**config.mk**
```make
export PLATFORM = sky130hd
export DESIGN_NAME = pipe_hazard_ctrl_flat
export DESIGN_NICKNAME = d
export VERILOG_FILES = /design/src/rtl/tiny_mips_pkg.sv /design/src/rtl/pipe_hazard_ctrl_if.sv /design/src/rtl/ctrl_stage_reg.sv /design/src/rtl/pipe_hazard_ctrl.sv /design/src/flat_wrapper.sv
export SDC_FILE = /design/constraint.sdc
export NUM_CORES = 1
export LEC_CHECK = 0
export CAP_MARGIN = 5
export CORE_AREA = 2 2 89 91
export DETAILED_ROUTE_END_ITERATION = 6
export DIE_AREA = 0 0 91 93
export GPL_TIMING_DRIVEN = 0
export PLACE_DENSITY = 0.72
export RECOVER_POWER = 50
export REMOVE_ABC_BUFFERS = 1
export SLEW_MARGIN = 10
export SYNTH_ARGS = -nofsm -noshare
export SYNTH_HDL_FRONTEND = slang
export SYNTH_SLANG_ARGS = --single-unit
```
**constraint.sdc**
```tcl
create_clock -name clk -period 2.5 [get_ports clk]
set_clock_uncertainty 0.1 [all_clocks]
set_input_delay 0.5 -clock clk [delete_from_list [all_inputs] [get_ports clk]]
set_output_delay 0.5 -clock clk [all_outputs]
set_load 0.02 [all_outputs]
```
**src/rtl/tiny_mips_pkg.sv**
```systemverilog
// Shared widths, forwarding-select encodings and pipeline control-bundle types for the
// tiny MIPS control path.
package tiny_mips_pkg;

  localparam int unsigned REG_AW    = 5;
  localparam int unsigned ALUCTRL_W = 3;

  localparam logic [1:0] FWD_RF  = 2'b00;
  localparam logic [1:0] FWD_WB  = 2'b01;
  localparam logic [1:0] FWD_MEM = 2'b10;

  typedef logic [REG_AW-1:0] reg_addr_t;

  typedef struct packed {
    logic                 regwrite;
    logic                 memtoreg;
    logic                 memwrite;
    logic                 alusrc;
    logic                 regdst;
    logic [ALUCTRL_W-1:0] alucontrol;
    reg_addr_t            rs;
    reg_addr_t            rt;
    reg_addr_t            rd;
  } e_ctrl_t;

  typedef struct packed {
    logic      regwrite;
    logic      memtoreg;
    logic      memwrite;
    reg_addr_t writereg;
  } m_ctrl_t;

  typedef struct packed {
    logic      regwrite;
    logic      memtoreg;
    reg_addr_t writereg;
  } w_ctrl_t;

  // $0 is hardwired, so a write to it is never a hazard or forwarding source.
  function automatic logic reg_hit(reg_addr_t wr, reg_addr_t a, reg_addr_t b);
    return (wr != '0) && ((wr == a) || (wr == b));
  endfunction

  function automatic logic [1:0] fwd_sel(reg_addr_t src, logic regwritem, reg_addr_t writeregm,
                                         logic regwritew, reg_addr_t writeregw);
    if (src == '0) return FWD_RF;
    if (regwritem && (writeregm == src)) return FWD_MEM;
    if (regwritew && (writeregw == src)) return FWD_WB;
    return FWD_RF;
  endfunction

endpackage

```
**src/rtl/pipe_hazard_ctrl_if.sv**
```systemverilog
// Decode-control bundle in, staged controls, hazard and forwarding controls out.
// master = decode/datapath side, slave = pipe_hazard_ctrl.
interface pipe_hazard_ctrl_if;
  import tiny_mips_pkg::*;

  logic                 regwrited, memtoregd, memwrited, alusrcd, regdstd, branchd;
  logic [ALUCTRL_W-1:0] alucontrold;
  logic [1:0]           pcsrcd;
  reg_addr_t            rsd, rtd, rdd;

  logic                 regwritee, memtorege, memwritee, alusrce;
  logic [ALUCTRL_W-1:0] alucontrole;
  reg_addr_t            rse, rte, writerege;
  logic                 regwritem, memtoregm, memwritem;
  reg_addr_t            writeregm;
  logic                 regwritew, memtoregw;
  reg_addr_t            writeregw;

  logic                 stallf, stalld, flushd, flushe;
  logic [1:0]           forwardae, forwardbe;
  logic                 forwardad, forwardbd;

  modport master (
    output regwrited, memtoregd, memwrited, alusrcd, regdstd, branchd, alucontrold, pcsrcd,
           rsd, rtd, rdd,
    input  regwritee, memtorege, memwritee, alusrce, alucontrole, rse, rte, writerege,
           regwritem, memtoregm, memwritem, writeregm, regwritew, memtoregw, writeregw,
           stallf, stalld, flushd, flushe, forwardae, forwardbe, forwardad, forwardbd
  );

  modport slave (
    input  regwrited, memtoregd, memwrited, alusrcd, regdstd, branchd, alucontrold, pcsrcd,
           rsd, rtd, rdd,
    output regwritee, memtorege, memwritee, alusrce, alucontrole, rse, rte, writerege,
           regwritem, memtoregm, memwritem, writeregm, regwritew, memtoregw, writeregw,
           stallf, stalld, flushd, flushe, forwardae, forwardbe, forwardad, forwardbd
  );

endinterface

```
**src/rtl/ctrl_stage_reg.sv**
```systemverilog
// Generic pipeline control register: synchronous reset, synchronous clear (bubble insert).
module ctrl_stage_reg #(
    parameter int unsigned Width = 8
) (
    input  logic             clk,
    input  logic             reset,
    input  logic             clear,
    input  logic [Width-1:0] d,
    output logic [Width-1:0] q
);

  always_ff @(posedge clk) begin
    if (reset || clear) q <= '0;
    else                q <= d;
  end

endmodule

```
**src/rtl/pipe_hazard_ctrl.sv**
```systemverilog
// Registers decode controls through EX/MEM/WB and derives stall, flush and forwarding selects.
// Optional feature: define BRANCH_FWD_EN to forward MEM results into the decode branch compare.
module pipe_hazard_ctrl
  import tiny_mips_pkg::*;
#(
    parameter int unsigned CNT_W = 16
) (
    input  logic              clk,
    input  logic              reset,
    pipe_hazard_ctrl_if.slave bus,
    output logic [CNT_W-1:0]  stall_cnt
);

  e_ctrl_t   e_d, e_q;
  m_ctrl_t   m_d, m_q;
  w_ctrl_t   w_d, w_q;
  reg_addr_t writerege;
  logic      lwstall, branchstall, stall;
  logic      fwd_ad, fwd_bd;

  always_comb begin
    e_d            = '0;
    e_d.regwrite   = bus.regwrited;
    e_d.memtoreg   = bus.memtoregd;
    e_d.memwrite   = bus.memwrited;
    e_d.alusrc     = bus.alusrcd;
    e_d.regdst     = bus.regdstd;
    e_d.alucontrol = bus.alucontrold;
    e_d.rs         = bus.rsd;
    e_d.rt         = bus.rtd;
    e_d.rd         = bus.rdd;
  end

  // A stalled decode instruction is held upstream, so EX takes a bubble instead.
  ctrl_stage_reg #(.Width($bits(e_ctrl_t))) u_e_reg (
    .clk  (clk),
    .reset(reset),
    .clear(stall),
    .d    (e_d),
    .q    (e_q)
  );

  assign writerege = e_q.regdst ? e_q.rd : e_q.rt;

  always_comb begin
    m_d          = '0;
    m_d.regwrite = e_q.regwrite;
    m_d.memtoreg = e_q.memtoreg;
    m_d.memwrite = e_q.memwrite;
    m_d.writereg = writerege;
  end

  ctrl_stage_reg #(.Width($bits(m_ctrl_t))) u_m_reg (
    .clk  (clk),
    .reset(reset),
    .clear(1'b0),
    .d    (m_d),
    .q    (m_q)
  );

  always_comb begin
    w_d          = '0;
    w_d.regwrite = m_q.regwrite;
    w_d.memtoreg = m_q.memtoreg;
    w_d.writereg = m_q.writereg;
  end

  ctrl_stage_reg #(.Width($bits(w_ctrl_t))) u_w_reg (
    .clk  (clk),
    .reset(reset),
    .clear(1'b0),
    .d    (w_d),
    .q    (w_q)
  );

  always_comb begin
    lwstall = e_q.memtoreg && (e_q.rt != '0) && ((e_q.rt == bus.rsd) || (e_q.rt == bus.rtd));
`ifdef BRANCH_FWD_EN
    // ALU results in MEM are forwarded; only EX results and MEM loads must be waited out.
    branchstall = bus.branchd &&
                  ((e_q.regwrite && reg_hit(writerege, bus.rsd, bus.rtd)) ||
                   (m_q.memtoreg && reg_hit(m_q.writereg, bus.rsd, bus.rtd)));
    fwd_ad = (bus.rsd != '0) && m_q.regwrite && (m_q.writereg == bus.rsd);
    fwd_bd = (bus.rtd != '0) && m_q.regwrite && (m_q.writereg == bus.rtd);
`else
    branchstall = bus.branchd &&
                  ((e_q.regwrite && reg_hit(writerege, bus.rsd, bus.rtd)) ||
                   (m_q.regwrite && reg_hit(m_q.writereg, bus.rsd, bus.rtd)) ||
                   (w_q.regwrite && reg_hit(w_q.writereg, bus.rsd, bus.rtd)));
    fwd_ad = 1'b0;
    fwd_bd = 1'b0;
`endif
    stall = lwstall || branchstall;
  end

  always_ff @(posedge clk) begin
    if (reset)                        stall_cnt <= '0;
    else if (stall && stall_cnt != '1) stall_cnt <= stall_cnt + CNT_W'(1);
  end

  assign bus.regwritee   = e_q.regwrite;
  assign bus.memtorege   = e_q.memtoreg;
  assign bus.memwritee   = e_q.memwrite;
  assign bus.alusrce     = e_q.alusrc;
  assign bus.alucontrole = e_q.alucontrol;
  assign bus.rse         = e_q.rs;
  assign bus.rte         = e_q.rt;
  assign bus.writerege   = writerege;
  assign bus.regwritem   = m_q.regwrite;
  assign bus.memtoregm   = m_q.memtoreg;
  assign bus.memwritem   = m_q.memwrite;
  assign bus.writeregm   = m_q.writereg;
  assign bus.regwritew   = w_q.regwrite;
  assign bus.memtoregw   = w_q.memtoreg;
  assign bus.writeregw   = w_q.writereg;

  assign bus.stallf    = stall;
  assign bus.stalld    = stall;
  assign bus.flushe    = stall;
  // Stall wins over a taken branch: the branch is re-evaluated once operands are ready.
  assign bus.flushd    = (|bus.pcsrcd) && !stall;
  assign bus.forwardae = fwd_sel(e_q.rs, m_q.regwrite, m_q.writereg, w_q.regwrite, w_q.writereg);
  assign bus.forwardbe = fwd_sel(e_q.rt, m_q.regwrite, m_q.writereg, w_q.regwrite, w_q.writereg);
  assign bus.forwardad = fwd_ad;
  assign bus.forwardbd = fwd_bd;

endmodule

```
**src/flat_wrapper.sv**
```systemverilog
// flat-port wrapper written by rule: the top's interface ports become plain ports
module pipe_hazard_ctrl_flat import tiny_mips_pkg::*;
#(
    parameter int unsigned CNT_W = 16
)
  (clk, reset, stall_cnt, bus_regwrited, bus_memtoregd, bus_memwrited, bus_alusrcd, bus_regdstd, bus_branchd, bus_alucontrold, bus_pcsrcd, bus_rsd, bus_rtd, bus_rdd, bus_regwritee, bus_memtorege, bus_memwritee, bus_alusrce, bus_alucontrole, bus_rse, bus_rte, bus_writerege, bus_regwritem, bus_memtoregm, bus_memwritem, bus_writeregm, bus_regwritew, bus_memtoregw, bus_writeregw, bus_stallf, bus_stalld, bus_flushd, bus_flushe, bus_forwardae, bus_forwardbe, bus_forwardad, bus_forwardbd);
  pipe_hazard_ctrl_if bus_i ();
  input  logic clk;
  input  logic reset;
  output logic [CNT_W-1:0] stall_cnt;
  input wire logic [$bits(bus_i.regwrited)-1:0] bus_regwrited;
  input wire logic [$bits(bus_i.memtoregd)-1:0] bus_memtoregd;
  input wire logic [$bits(bus_i.memwrited)-1:0] bus_memwrited;
  input wire logic [$bits(bus_i.alusrcd)-1:0] bus_alusrcd;
  input wire logic [$bits(bus_i.regdstd)-1:0] bus_regdstd;
  input wire logic [$bits(bus_i.branchd)-1:0] bus_branchd;
  input wire logic [$bits(bus_i.alucontrold)-1:0] bus_alucontrold;
  input wire logic [$bits(bus_i.pcsrcd)-1:0] bus_pcsrcd;
  input wire logic [$bits(bus_i.rsd)-1:0] bus_rsd;
  input wire logic [$bits(bus_i.rtd)-1:0] bus_rtd;
  input wire logic [$bits(bus_i.rdd)-1:0] bus_rdd;
  output wire logic [$bits(bus_i.regwritee)-1:0] bus_regwritee;
  output wire logic [$bits(bus_i.memtorege)-1:0] bus_memtorege;
  output wire logic [$bits(bus_i.memwritee)-1:0] bus_memwritee;
  output wire logic [$bits(bus_i.alusrce)-1:0] bus_alusrce;
  output wire logic [$bits(bus_i.alucontrole)-1:0] bus_alucontrole;
  output wire logic [$bits(bus_i.rse)-1:0] bus_rse;
  output wire logic [$bits(bus_i.rte)-1:0] bus_rte;
  output wire logic [$bits(bus_i.writerege)-1:0] bus_writerege;
  output wire logic [$bits(bus_i.regwritem)-1:0] bus_regwritem;
  output wire logic [$bits(bus_i.memtoregm)-1:0] bus_memtoregm;
  output wire logic [$bits(bus_i.memwritem)-1:0] bus_memwritem;
  output wire logic [$bits(bus_i.writeregm)-1:0] bus_writeregm;
  output wire logic [$bits(bus_i.regwritew)-1:0] bus_regwritew;
  output wire logic [$bits(bus_i.memtoregw)-1:0] bus_memtoregw;
  output wire logic [$bits(bus_i.writeregw)-1:0] bus_writeregw;
  output wire logic [$bits(bus_i.stallf)-1:0] bus_stallf;
  output wire logic [$bits(bus_i.stalld)-1:0] bus_stalld;
  output wire logic [$bits(bus_i.flushd)-1:0] bus_flushd;
  output wire logic [$bits(bus_i.flushe)-1:0] bus_flushe;
  output wire logic [$bits(bus_i.forwardae)-1:0] bus_forwardae;
  output wire logic [$bits(bus_i.forwardbe)-1:0] bus_forwardbe;
  output wire logic [$bits(bus_i.forwardad)-1:0] bus_forwardad;
  output wire logic [$bits(bus_i.forwardbd)-1:0] bus_forwardbd;
  assign bus_i.regwrited = bus_regwrited;
  assign bus_i.memtoregd = bus_memtoregd;
  assign bus_i.memwrited = bus_memwrited;
  assign bus_i.alusrcd = bus_alusrcd;
  assign bus_i.regdstd = bus_regdstd;
  assign bus_i.branchd = bus_branchd;
  assign bus_i.alucontrold = bus_alucontrold;
  assign bus_i.pcsrcd = bus_pcsrcd;
  assign bus_i.rsd = bus_rsd;
  assign bus_i.rtd = bus_rtd;
  assign bus_i.rdd = bus_rdd;
  assign bus_regwritee = bus_i.regwritee;
  assign bus_memtorege = bus_i.memtorege;
  assign bus_memwritee = bus_i.memwritee;
  assign bus_alusrce = bus_i.alusrce;
  assign bus_alucontrole = bus_i.alucontrole;
  assign bus_rse = bus_i.rse;
  assign bus_rte = bus_i.rte;
  assign bus_writerege = bus_i.writerege;
  assign bus_regwritem = bus_i.regwritem;
  assign bus_memtoregm = bus_i.memtoregm;
  assign bus_memwritem = bus_i.memwritem;
  assign bus_writeregm = bus_i.writeregm;
  assign bus_regwritew = bus_i.regwritew;
  assign bus_memtoregw = bus_i.memtoregw;
  assign bus_writeregw = bus_i.writeregw;
  assign bus_stallf = bus_i.stallf;
  assign bus_stalld = bus_i.stalld;
  assign bus_flushd = bus_i.flushd;
  assign bus_flushe = bus_i.flushe;
  assign bus_forwardae = bus_i.forwardae;
  assign bus_forwardbe = bus_i.forwardbe;
  assign bus_forwardad = bus_i.forwardad;
  assign bus_forwardbd = bus_i.forwardbd;
  pipe_hazard_ctrl #(.CNT_W(CNT_W)) u_core (.clk(clk), .reset(reset), .bus(bus_i), .stall_cnt(stall_cnt));
endmodule
```
* Word-level counts from Yosys, hierarchy flattened *
Index checks and enable logic that the tools add are counted.

word-level totals
  word-level logic and storage cells = 74
  memories kept = 0
  bits in read-only memories = 0
  bits in latches = 0
  output and inout port bits = 63
  RAM bits = 0
  register bits = 54

operators by class
  muxes and demuxes = 25
  multipliers = 0
  add/subtract/negate cells = 1
  magnitude comparators = 0
  div/mod/pow operators = 0
  bitwise gates (word level) = 0
  equality and inequality tests = 13
  reduce and logical (&&, ||, !) cells = 31
  shift operators = 0

operators by type and width
  kind                     count
  $eq A5 B5 Y1             12
  $mux W2                  12
  $reduce_bool A5 Y1       4
  $add A16 B1 Y16 const B  1
  $ne A16 B16 Y1 const B   1
  $logic_and A1 B1 Y1      15
  $mux W1                  12
  $logic_not A5 Y1         2
  $logic_or A1 B1 Y1       8
  $mux W5                  1
  $reduce_or A2 Y1         1
  $logic_not A1 Y1         1

* Longest topological paths before layout *
Gate-level depths: netlist (run 1).

  depth after elaboration = 11
  gate-level depth with buffers = 11

* By module *
A second synthesis (run 1) with hierarchy kept.

second synthesis, totals
  cell total of the unflattened synthesis = 330
  area total of the unflattened synthesis = 3190.6 um^2

by module, submodules not included
  module                           cells an instance  times used  area each (um^2)
  pipe_hazard_ctrl                 248                1           1936.9
  ctrl_stage_reg (u_core.u_e_reg)  50                 1           778.2
  ctrl_stage_reg (u_core.u_m_reg)  18                 1           282.8
  ctrl_stage_reg (u_core.u_w_reg)  14                 1           192.7

* Worst setup path after synthesis (run 1) *
Ideal clock, no wire load.

  path type = reg-to-output
  start point = register u_core.u_m_reg.q[1]
  end point = output bus_flushd
  setup slack = -0.205 ns
  arrival time = 2.105 ns
  cell stages (with the launch flop) = 9
  cell sequence = dfxtp_1 -> clkbuf_1 -> or4_1 -> o21ai_0 -> a21oi_1 -> o21ai_1 -> and3_4 -> inv_1 -> nor2_1

on the way
  longest elaborated chain between the ends = 10

ends and longest elaborated chain
  element                 RTL line                 RTL
  from (decl)             ctrl_stage_reg.sv:9      output logic [Width-1:0] q
  from (signal assigned)  ctrl_stage_reg.sv:13     if (reset || clear) q <= '0;
  from (signal assigned)  ctrl_stage_reg.sv:14     else q <= d;
  $eq A5 B5 Y1            tiny_mips_pkg.sv:41      return (wr != '0) && ((wr == a) || (wr == b));
  $logic_or A1 B1 Y1      tiny_mips_pkg.sv:41
  $logic_and A1 B1 Y1 *   tiny_mips_pkg.sv:41
  $logic_and A1 B1 Y1 *   pipe_hazard_ctrl.sv:88   (m_q.regwrite && reg_hit(m_q.writereg, bus.rsd, bus.rtd)) ||
  $logic_or A1 B1 Y1 *    pipe_hazard_ctrl.sv:87   ((e_q.regwrite && reg_hit(writerege, bus.rsd, bus.rtd)) ||
  $logic_or A1 B1 Y1 *    pipe_hazard_ctrl.sv:88
  $logic_and A1 B1 Y1 *   pipe_hazard_ctrl.sv:86   branchstall = bus.branchd &&
  $logic_or A1 B1 Y1 *    pipe_hazard_ctrl.sv:93   stall = lwstall || branchstall;
  net bus_flushe          flat_wrapper.sv:40       output wire logic [$bits(bus_i.flushe)-1:0] bus_flushe;
  $logic_not A1 Y1 *      pipe_hazard_ctrl.sv:121  assign bus.flushd = (|bus.pcsrcd) && !stall;
  $logic_and A1 B1 Y1 *   pipe_hazard_ctrl.sv:121
  to (decl)               flat_wrapper.sv:39       output wire logic [$bits(bus_i.flushd)-1:0] bus_flushd;

Mark *: on every way through the listed nets, which the timed path passes. The rest lies on a longest branch.

* Worst setup path in the final report (run 1) *
  start point = register u_core.u_e_reg.q[18]
  end point = output bus_flushd

on the way
  longest elaborated chain between the ends = 11

ends and longest elaborated chain
  element                 RTL line                 RTL
  from (decl)             ctrl_stage_reg.sv:9
  from (signal assigned)  ctrl_stage_reg.sv:13
  from (signal assigned)  ctrl_stage_reg.sv:14
  $mux W5 *               pipe_hazard_ctrl.sv:43   assign writerege = e_q.regdst ? e_q.rd : e_q.rt;
  $eq A5 B5 Y1            tiny_mips_pkg.sv:41
  $logic_or A1 B1 Y1      tiny_mips_pkg.sv:41
  $logic_and A1 B1 Y1 *   tiny_mips_pkg.sv:41
  $logic_and A1 B1 Y1 *   pipe_hazard_ctrl.sv:87
  $logic_or A1 B1 Y1 *    pipe_hazard_ctrl.sv:87
  $logic_or A1 B1 Y1 *    pipe_hazard_ctrl.sv:88
  $logic_and A1 B1 Y1 *   pipe_hazard_ctrl.sv:86
  $logic_or A1 B1 Y1 *    pipe_hazard_ctrl.sv:93
  $logic_not A1 Y1 *      pipe_hazard_ctrl.sv:121
  $logic_and A1 B1 Y1 *   pipe_hazard_ctrl.sv:121

Every way passes the cells marked *; elsewhere a longest branch is shown, timed or not.

==> impl_table.tex, run 1 <==
\begin{tabular}{lr}
\hline
Metric & Value \\
\hline
\multicolumn{2}{l}{\textbf{Outcome}} \\
Status & complete, but fails checks \\
Violated checks & capacitance limit, slew limit, setup timing \\
\multicolumn{2}{l}{\textbf{CTS}} \\
Worst-Skew Late Latency & 0.32 ns \\
CTS Root Buffer Type & sky130\_fd\_sc\_hd\_\_clkbuf\_8 \\
Number of buffers inserted by hold repair at cts & 0 \\
Clock buffers created by TritonCTS & 5 \\
TritonCTS clock tree & built \\
Count of H-tree levels built during CTS & 2 \\
Number of sinks driven by the clock tree & 54 \\
CTS Buffer Depth & 2 \\
CTS clock-pin slew for the worst setup and hold paths & $\sim$0.09 ns \\
\multicolumn{2}{l}{\textbf{STA}} \\
Hold Violations, Final & 0 \\
Highest Clock Rate & 334 MHz \\
Slew Viols, Final & 36 \\
Slew Limit Headroom & -0.253 \\
Actual transition at the worst max-transition pin & about 1.9 ns \\
WHS & 0.371 ns \\
Final period util & 1.20 \\
Post-route setup slack & -0.496 ns \\
Time the worst path needs with I/O delays and setup & 3.00 ns \\
Unrepaired setup endpoints after global routing & true \\
Aggregate negative setup slack & -7.26 ns \\
Final setup vio count & 43 \\
\multicolumn{2}{l}{\textbf{Drt}} \\
DRC Markers & 0 \\
Final routed wirelength across all metal layers & approximately 8300 um \\
Via-to-Cell Ratio & approximately 5 \\
Antenna Violating Nets Remaining & 0 \\
Post-detailed-route wirelength per cell & 16.2 um \\
Drt first-iter violations & approximately 130 \\
Total via count in the routed design & 2599 \\
Length of the first detailed-routing pass in iterations & 4 \\
\multicolumn{2}{l}{\textbf{Cells and area}} \\
Area Growth Syn to Fin & 42.6\% \\
ANT cells & 0 \\
Layout filler cell count & 694 \\
Post-layout net count & 441 \\
Area used by multi-input combinational logic & about 0.0017 mm2 \\
Fraction of layout cells with a size suffix above 1 & 0.199 \\
Final non-filler cell total & approximately 520 \\
FF+latch area & 0.00111 mm2 \\
Final instance area & 0.00417 mm2 \\
\multicolumn{2}{l}{\textbf{Min path}} \\
Cells on Worst Hold Path & 1 \\
Hold path startpoint & u\_core.u\_m\_reg.q[6] \\
Type of the tightest min-delay check & reg2reg \\
Hold EP & u\_core.u\_w\_reg.q[5] \\
\multicolumn{2}{l}{\textbf{Logic synthesis}} \\
Most instantiated library cell after synthesis & sky130\_fd\_sc\_hd\_\_dfxtp\_1 \\
Number of register bits inferred by synthesis & 54 \\
EDFF count, synth & 0 \\
Async set-reset flop share out of synthesis & 0 \\
Portion of the post-synthesis area used by sequential elements & 0.370 \\
Netlist area before placement & 0.00292 mm2 \\
Most frequent cells after synthesis & sky130\_fd\_sc\_hd\_\_dfxtp\_1 (54), sky130\_fd\_sc\_hd\_\_xnor2\_1 (32), sky130\_fd\_sc\_hd\_\_xor2\_1 (28) \\
Synth Area per Inst & 8.60 um2 \\
Most area-hungry cell type in the Yosys netlist & sky130\_fd\_sc\_hd\_\_dfxtp\_1 \\
Synth warn & 0 \\
Portion of synthesized cell area occupied by the leading cell type & 0.370 \\
Top FF cell, synth & sky130\_fd\_sc\_hd\_\_dfxtp\_1 \\
Number of unique standard cell types used by synthesis & 42 \\
Cells after synthesis & 340 \\
Top cells by area in the synthesized netlist & sky130\_fd\_sc\_hd\_\_dfxtp\_1 (37\%), sky130\_fd\_sc\_hd\_\_xnor2\_1 (9.6\%), sky130\_fd\_sc\_hd\_\_xor2\_1 (8.4\%) \\
\multicolumn{2}{l}{\textbf{Placed design}} \\
Placement Cell Area & 0.00366 mm2 \\
Buffers added on ports & between 80 and 90 \\
Total half-perimeter wirelength after legalization and detailed placement & roughly 5200 um \\
Dpl cells & 480 \\
Final GP Congestion & 0.850 \\
Worst-case setup slack after placement & -1.16 ns \\
\multicolumn{2}{l}{\textbf{Pwr}} \\
Power per Cell Area & 449 mW/mm2 \\
Static leakage power & 1.63 nW \\
Switching part of the total & 0.288 \\
Worst ir drop on vdd & 250 uV \\
Internal power summed over all cells & approximately 1.3 mW \\
Comb power frac & 0.215 \\
Part of the total power dissipated in the clock network & 0.276 \\
Power share of the sequential group & 0.509 \\
Net switching power & 0.539 mW \\
\multicolumn{2}{l}{\textbf{Floorplan}} \\
Site row count & 32 \\
Core Box Area & 0.00753 mm2 \\
Initial cell density of the core & 0.388 \\
Die area & 0.00846 mm2 \\
Chip width & 91 um \\
Number of I/O pins & 91 \\
Die Height & 93 um \\
\multicolumn{2}{l}{\textbf{Global route}} \\
Grt total ovfl & 0 \\
Antenna violations before repair & 0 \\
Global-route usage over all layers & 0.191 \\
Vias in the first global route & 2537 \\
Largest net degree at the start of global routing & 35 \\
Wire length of the first global-routing pass & 12800 um \\
\multicolumn{2}{l}{\textbf{Critical path}} \\
Critical Path RT & 1.90 ns \\
Nature of the critical path endpoint & output port \\
Largest fanout on the critical path & 5 \\
Worst flop-to-flop path endpoint & u\_core.stall\_cnt[8] \\
FF-to-FF setup slack & -0.38 ns \\
Launching element type of the critical path & flop \\
Depth of the worst register-to-register path & 11 \\
Arrival time worst endpoint & 2.40 ns \\
Worst flop-to-flop path startpoint & u\_core.u\_e\_reg.q[18] \\
Critical path start-end classification & reg2out \\
\multicolumn{2}{l}{\textbf{Run}} \\
Number of violations of the max-capacitance limit & 1 \\
\hline
\end{tabular}
## logic make-up after synthesis
logic type / count (synthesis) / share of synthesized area
flops: 54 / 0.370
mux: 6 / 0.0278
xor+xnor: 60 / 0.180
fa+ha+maj: 1 / 0.00428
compound gates: 41 / 0.0843
other cells: 1 / 0.00128
simple gates: 114 / 0.224
buf+inv: 63 / 0.109
## power by group through the flow
stage                     sequential [mW]  clock [mW]  combinational, mW
after floorplan                     0.984           0              0.156
after CTS                           0.953       0.529              0.380
after detailed placement            0.966           0              0.350
final                               0.952       0.517              0.402
after global placement              0.965           0              0.345
after global routing                0.959       0.576              0.430
## registers in the layout (all words and copies together) (netlist names)
| name | count |
|---|---|
| u_core.u_e_reg.q | 23 |
| u_core.stall_cnt | 16 |
| u_core.u_m_reg.q | 8 |
| u_core.u_w_reg.q | 7 |
## through the flow
stage                     power, mW  utilization
after CTS                      1.86        0.534
final                          1.87        0.554
after global routing           1.96        0.554
after global placement         1.31        0.487
after floorplan                1.14            -
after detailed placement       1.32        0.487
## cells in the final DEF, fill, tap and decap left out, types with 5 or more instances in the layout
| cell | instances |
|---|---|
| sky130_fd_sc_hd__clkdlybuf4s50_1 | 47 |
| sky130_fd_sc_hd__and2_1 | 23 |
| sky130_fd_sc_hd__nor2_1 | 14 |
| sky130_fd_sc_hd__xor2_1 | 28 |
| sky130_fd_sc_hd__buf_4 | 18 |
| sky130_fd_sc_hd__dfxtp_2 | 11 |
| sky130_fd_sc_hd__inv_1 | 11 |
| sky130_fd_sc_hd__nor2b_1 | 11 |
| sky130_fd_sc_hd__o21ai_0 | 5 |
| sky130_fd_sc_hd__mux2i_4 | 5 |
| sky130_fd_sc_hd__a21oi_1 | 13 |
| sky130_fd_sc_hd__dlygate4sd3_1 | 21 |
| sky130_fd_sc_hd__nor3_1 | 7 |
| sky130_fd_sc_hd__dlygate4sd2_1 | 11 |
| sky130_fd_sc_hd__dfxtp_1 | 38 |
| sky130_fd_sc_hd__nand2_1 | 9 |
| sky130_fd_sc_hd__nand3_1 | 17 |
| sky130_fd_sc_hd__o31ai_1 | 6 |
| sky130_fd_sc_hd__xnor2_1 | 31 |
| sky130_fd_sc_hd__dfxtp_4 | 5 |
| sky130_fd_sc_hd__clkbuf_8 | 6 |
| sky130_fd_sc_hd__or4_1 | 8 |
## area by class of cell
| type | count | share of cell area |
|---|---|---|
| clock buffers | 7 | 0.0207 |
| clock inverters | 1 | 0.00120 |
| inverters | 12 | 0.0117 |
| multi-input cells | 228 | 0.419 |
| flip-flops and latches | 54 | 0.267 |
| well taps | 102 | 0.0306 |
| repair buffers | 111 | 0.249 |
## worst max path at each step
stage,start,end,slack [ns]
finish,u_core.u_e_reg.q[18],bus_flushd,-0.50
global route,u_core.u_e_reg.q[18],bus_flushd,-0.57
CTS,u_core.u_e_reg.q[18],bus_flushd,-0.41
detailed placement,bus_rsd[2],bus_stalld,-1.16
global placement,bus_rsd[2],u_core.u_e_reg.q[16],-1.24
floorplan,u_core.u_e_reg.q[18],bus_flushd,-0.49
## metal layers
layer / GRT usage / routed length [um] / up-vias
li1: - / - / 1259
met1: 0.240 / 3630 / 1223
met2: 0.308 / 3910 / 96
met3: 0.0612 / 612 / 21
met4: 0.0682 / 187 / 0
met5: 0 / 0 / -
## critical path, cell delays in order, from the launching register on
cell,delay (ns)
sky130_fd_sc_hd__dfxtp_4,0.46
sky130_fd_sc_hd__buf_12,0.13
sky130_fd_sc_hd__mux2i_4,0.28
sky130_fd_sc_hd__buf_4,0.17
sky130_fd_sc_hd__xor2_1,0.16
sky130_fd_sc_hd__nand3_1,0.09
sky130_fd_sc_hd__a211o_1,0.29
sky130_fd_sc_hd__and3_4,0.21
sky130_fd_sc_hd__clkinvlp_4,0.10
sky130_fd_sc_hd__nor2_1,0.05
sky130_fd_sc_hd__buf_2,0.15
## repair_timing
item	in CTS	in global routing
buffers inserted	15	8
endpoints found under the setup margin	51	47
pin swaps	35	10
resized for setup	72	25
gates cloned	4	1
Power figures use the tool's default switching activity.
==> run 2: changes to the inputs <==
Settings changed: CORE_AREA 2 2 89 91 to 2 2 93 95, DIE_AREA 0 0 91 93 to 0 0 95 97, PLACE_DENSITY 0.72 to 0.7, SYNTH_HIERARCHICAL from default to 1.
==> impl_table.tex, run 2 <==
\begin{tabular}{lr}
\hline
Metric & Value \\
\hline
\multicolumn{2}{l}{\textbf{Outcome}} \\
Status & complete, but fails checks \\
Violated checks & setup timing \\
\multicolumn{2}{l}{\textbf{Cells and area}} \\
Fraction of layout cells with a size suffix above 1 & 0.236 \\
Most common cell after layout, fill and taps aside & sky130\_fd\_sc\_hd\_\_xor2\_1 \\
Final core utilization & 0.542 \\
Largest register by flop count & u\_core/u\_e\_reg/q \\
Largest registers & u\_core/u\_e\_reg/q: 23 flops, u\_core/stall\_cnt: 16 flops, u\_core/u\_m\_reg/q: 8 flops \\
Flip-flop count of the largest register after layout & 23 \\
Most used cells in the layout excluding fill and tap cells & sky130\_fd\_sc\_hd\_\_xor2\_1 (41), sky130\_fd\_sc\_hd\_\_dfxtp\_1 (38), sky130\_fd\_sc\_hd\_\_dlygate4sd3\_1 (36), sky130\_fd\_sc\_hd\_\_clkdlybuf4s50\_1 (32), sky130\_fd\_sc\_hd\_\_nor3b\_2 (21) \\
ANT cells & 0 \\
Post-layout net count & 448 \\
Area Growth Syn to Fin & 38.1\% \\
Final instance area & 0.00441 mm2 \\
Layout filler cell count & around 730 \\
\multicolumn{2}{l}{\textbf{Logic synthesis}} \\
Async set-reset flop share out of synthesis & 0 \\
Number of register bits inferred by synthesis & 54 \\
Top FF cell, synth & sky130\_fd\_sc\_hd\_\_dfxtp\_1 \\
Synth warn & 6 \\
Synth Area per Inst & slightly below 10 um2 \\
Portion of the post-synthesis area used by sequential elements & 0.339 \\
Portion of synthesized cell area occupied by the leading cell type & 0.339 \\
Top cells by area in the synthesized netlist & sky130\_fd\_sc\_hd\_\_dfxtp\_1 (34\%), sky130\_fd\_sc\_hd\_\_xor2\_1 (12\%), sky130\_fd\_sc\_hd\_\_nor3b\_2 (11\%) \\
Most instantiated library cell after synthesis & sky130\_fd\_sc\_hd\_\_dfxtp\_1 \\
Most frequent cells after synthesis & sky130\_fd\_sc\_hd\_\_dfxtp\_1 (54), sky130\_fd\_sc\_hd\_\_xor2\_1 (42), sky130\_fd\_sc\_hd\_\_nor3b\_2 (28) \\
Netlist area before placement & 0.00319 mm2 \\
Number of unique standard cell types used by synthesis & 47 \\
EDFF count, synth & 0 \\
Most area-hungry cell type in the Yosys netlist & sky130\_fd\_sc\_hd\_\_dfxtp\_1 \\
Cells after synthesis & 330 \\
\multicolumn{2}{l}{\textbf{Global route}} \\
Largest net degree at the start of global routing & 61 \\
Wire length of the first global-routing pass & 13800 um \\
Grt total ovfl & 0 \\
Global-route usage over all layers & 0.190 \\
Antenna violations before repair & 0 \\
Vias in the first global route & 2659 \\
\multicolumn{2}{l}{\textbf{Critical path}} \\
Largest fanout on the critical path & 5 \\
Critical path start-end classification & reg2out \\
Launching element type of the critical path & flop \\
Nature of the critical path endpoint & output port \\
Critical Path RT & 1.90 ns \\
FF-to-FF setup slack & 0.01 ns \\
Arrival time worst endpoint & between 2 and 2.5 ns \\
\multicolumn{2}{l}{\textbf{Drt}} \\
Antenna Violating Nets Remaining & 0 \\
Via-to-Cell Ratio & roughly 5.3 \\
Length of the first detailed-routing pass in iterations & 5 \\
Drt first-iter violations & roughly 210 \\
DRC Markers & 0 \\
Total via count in the routed design & 2766 \\
Post-detailed-route wirelength per cell & 16.8 um \\
Final routed wirelength across all metal layers & 8830 um \\
\multicolumn{2}{l}{\textbf{STA}} \\
Post-route setup slack & -0.297 ns \\
Slew Viols, Final & 0 \\
Highest Clock Rate & approximately 360 MHz \\
Actual transition at the worst max-transition pin & 1.47 ns \\
Final period util & 1.12 \\
Time the worst path needs with I/O delays and setup & 2.80 ns \\
Slew Limit Headroom & 0.0176 \\
Unrepaired setup endpoints after global routing & true \\
Hold Violations, Final & 0 \\
Aggregate negative setup slack & -1.16 ns \\
Final setup vio count & 4 \\
\multicolumn{2}{l}{\textbf{CTS}} \\
Worst-Skew Late Latency & between 0.3 and 0.4 ns \\
TritonCTS clock tree & built \\
Number of buffers inserted by hold repair at cts & 0 \\
Number of sinks driven by the clock tree & 54 \\
CTS Buffer Depth & 2 \\
Count of H-tree levels built during CTS & 2 \\
Clock buffers created by TritonCTS & 5 \\
CTS Root Buffer Type & sky130\_fd\_sc\_hd\_\_clkbuf\_8 \\
CTS clock-pin slew for the worst setup and hold paths & 0.10 ns \\
\multicolumn{2}{l}{\textbf{Placed design}} \\
Worst-case setup slack after placement & -1.51 ns \\
Buffers added on ports & just under 90 \\
Final GP Congestion & 0.871 \\
Total half-perimeter wirelength after legalization and detailed placement & 5790 um \\
Placement Cell Area & 0.00406 mm2 \\
\multicolumn{2}{l}{\textbf{Floorplan}} \\
Die area & 0.00922 mm2 \\
Chip width & between 90 and 100 um \\
Initial cell density of the core & 0.392 \\
Die Height & 97 um \\
Site row count & 33 \\
Number of I/O pins & 91 \\
Core Box Area & 0.00813 mm2 \\
\multicolumn{2}{l}{\textbf{Pwr}} \\
Worst ir drop on vdd & 244 uV \\
Power per Cell Area & 411 mW/mm2 \\
Static leakage power & roughly 1.8 nW \\
\multicolumn{2}{l}{\textbf{Min path}} \\
Type of the tightest min-delay check & reg2reg \\
\multicolumn{2}{l}{\textbf{Run}} \\
Number of violations of the max-capacitance limit & 0 \\
\hline
\end{tabular}
==> run 2: report_power, final <==
part	total, mW	leakage (nW)	switching (mW)	internal, mW
Clock	0.483	0.0362	0.291	0.192
Sequential	0.932	0.450	0.0464	0.886
Combinational	0.396	1.33	0.201	0.195
Total	1.81	1.82	0.538	1.27
==> run 2: critical path: stages (launching register included) <==
cell and delay (ns):
sky130_fd_sc_hd__dfxtp_4 0.46, sky130_fd_sc_hd__mux2i_4 0.32, sky130_fd_sc_hd__xor2_1 0.23, sky130_fd_sc_hd__nand3_2 0.11, sky130_fd_sc_hd__o22ai_4 0.19, sky130_fd_sc_hd__a21oi_2 0.09
sky130_fd_sc_hd__o21bai_4 0.15, sky130_fd_sc_hd__clkbuf_16 0.17, sky130_fd_sc_hd__buf_2 0.16
==> run 2: metal layers <==
layer | vias to the layer above | share of wire | GRT usage
met3 | 18 | 0.052 | 0.0374
met2 | 108 | 0.50 | 0.304
met4 | 0 | 0.019 | 0.0613
met1 | 1332 | 0.43 | 0.254
li1 | 1308 | - | -
met5 | - | 0 | 0
==> run 2: cells by family (layout without fill, tap and decap cells) <==
kind of cell / Yosys count / count (layout) / synth area share
AO/OA/AOI/OAI: 38 / 41 / 0.0831
XOR/XNOR: 60 / 60 / 0.167
AND/OR/NAND/NOR: 124 / 124 / 0.282
multiplexers: 11 / 11 / 0.0486
flip-flops: 54 / 54 / 0.339
other: 1 / 10 / 0.00118
buffers and inverters: 41 / 118 / 0.0749
adder cells (fa/ha/maj): 1 / 1 / 0.00392
==> run 2: worst paths after layout <==
| kind | startpoint | endpoint | depth (start not counted) |
|---|---|---|---|
| worst max-delay path | u_core/u_e_reg/q[18] | bus_flushe | 8 |
| worst min-delay path | u_core/u_m_reg/q[6] | u_core/u_w_reg/q[5] | 1 |
| worst max register to register | u_core/u_e_reg/q[18] | u_core/stall_cnt[13] | 8 |
| worst min register to register | u_core/u_m_reg/q[6] | u_core/u_w_reg/q[5] | 1 |
==> run 2: area by class of cell <==
cell class	instances	area, um2	share of cell area
inverters	7	26.3	0.00596
repair buffers	104	1020	0.231
flip-flops and latches	54	1120	0.253
clock inverters	2	15.0	0.00341
well taps	105	131	0.0298
clock buffers	5	68.8	0.0156
multi-input cells	247	2030	0.461
==> run 2: per-stage QoR <==
step,instances,total power [mW],hold slack (ns)
after floorplan,305,1.14,0.451
after global placement,498,1.31,0.373
after detailed placement,499,1.32,0.381
after CTS,515,1.82,0.395
after global routing,524,1.90,0.398
final,524,1.81,0.387
==> run 2: repair_timing <==
item	CTS	global route
cloned	2	2
buffers inserted	7	9
resized for setup	63	34
pin swaps	6	16
endpoints found under the setup margin	51	21
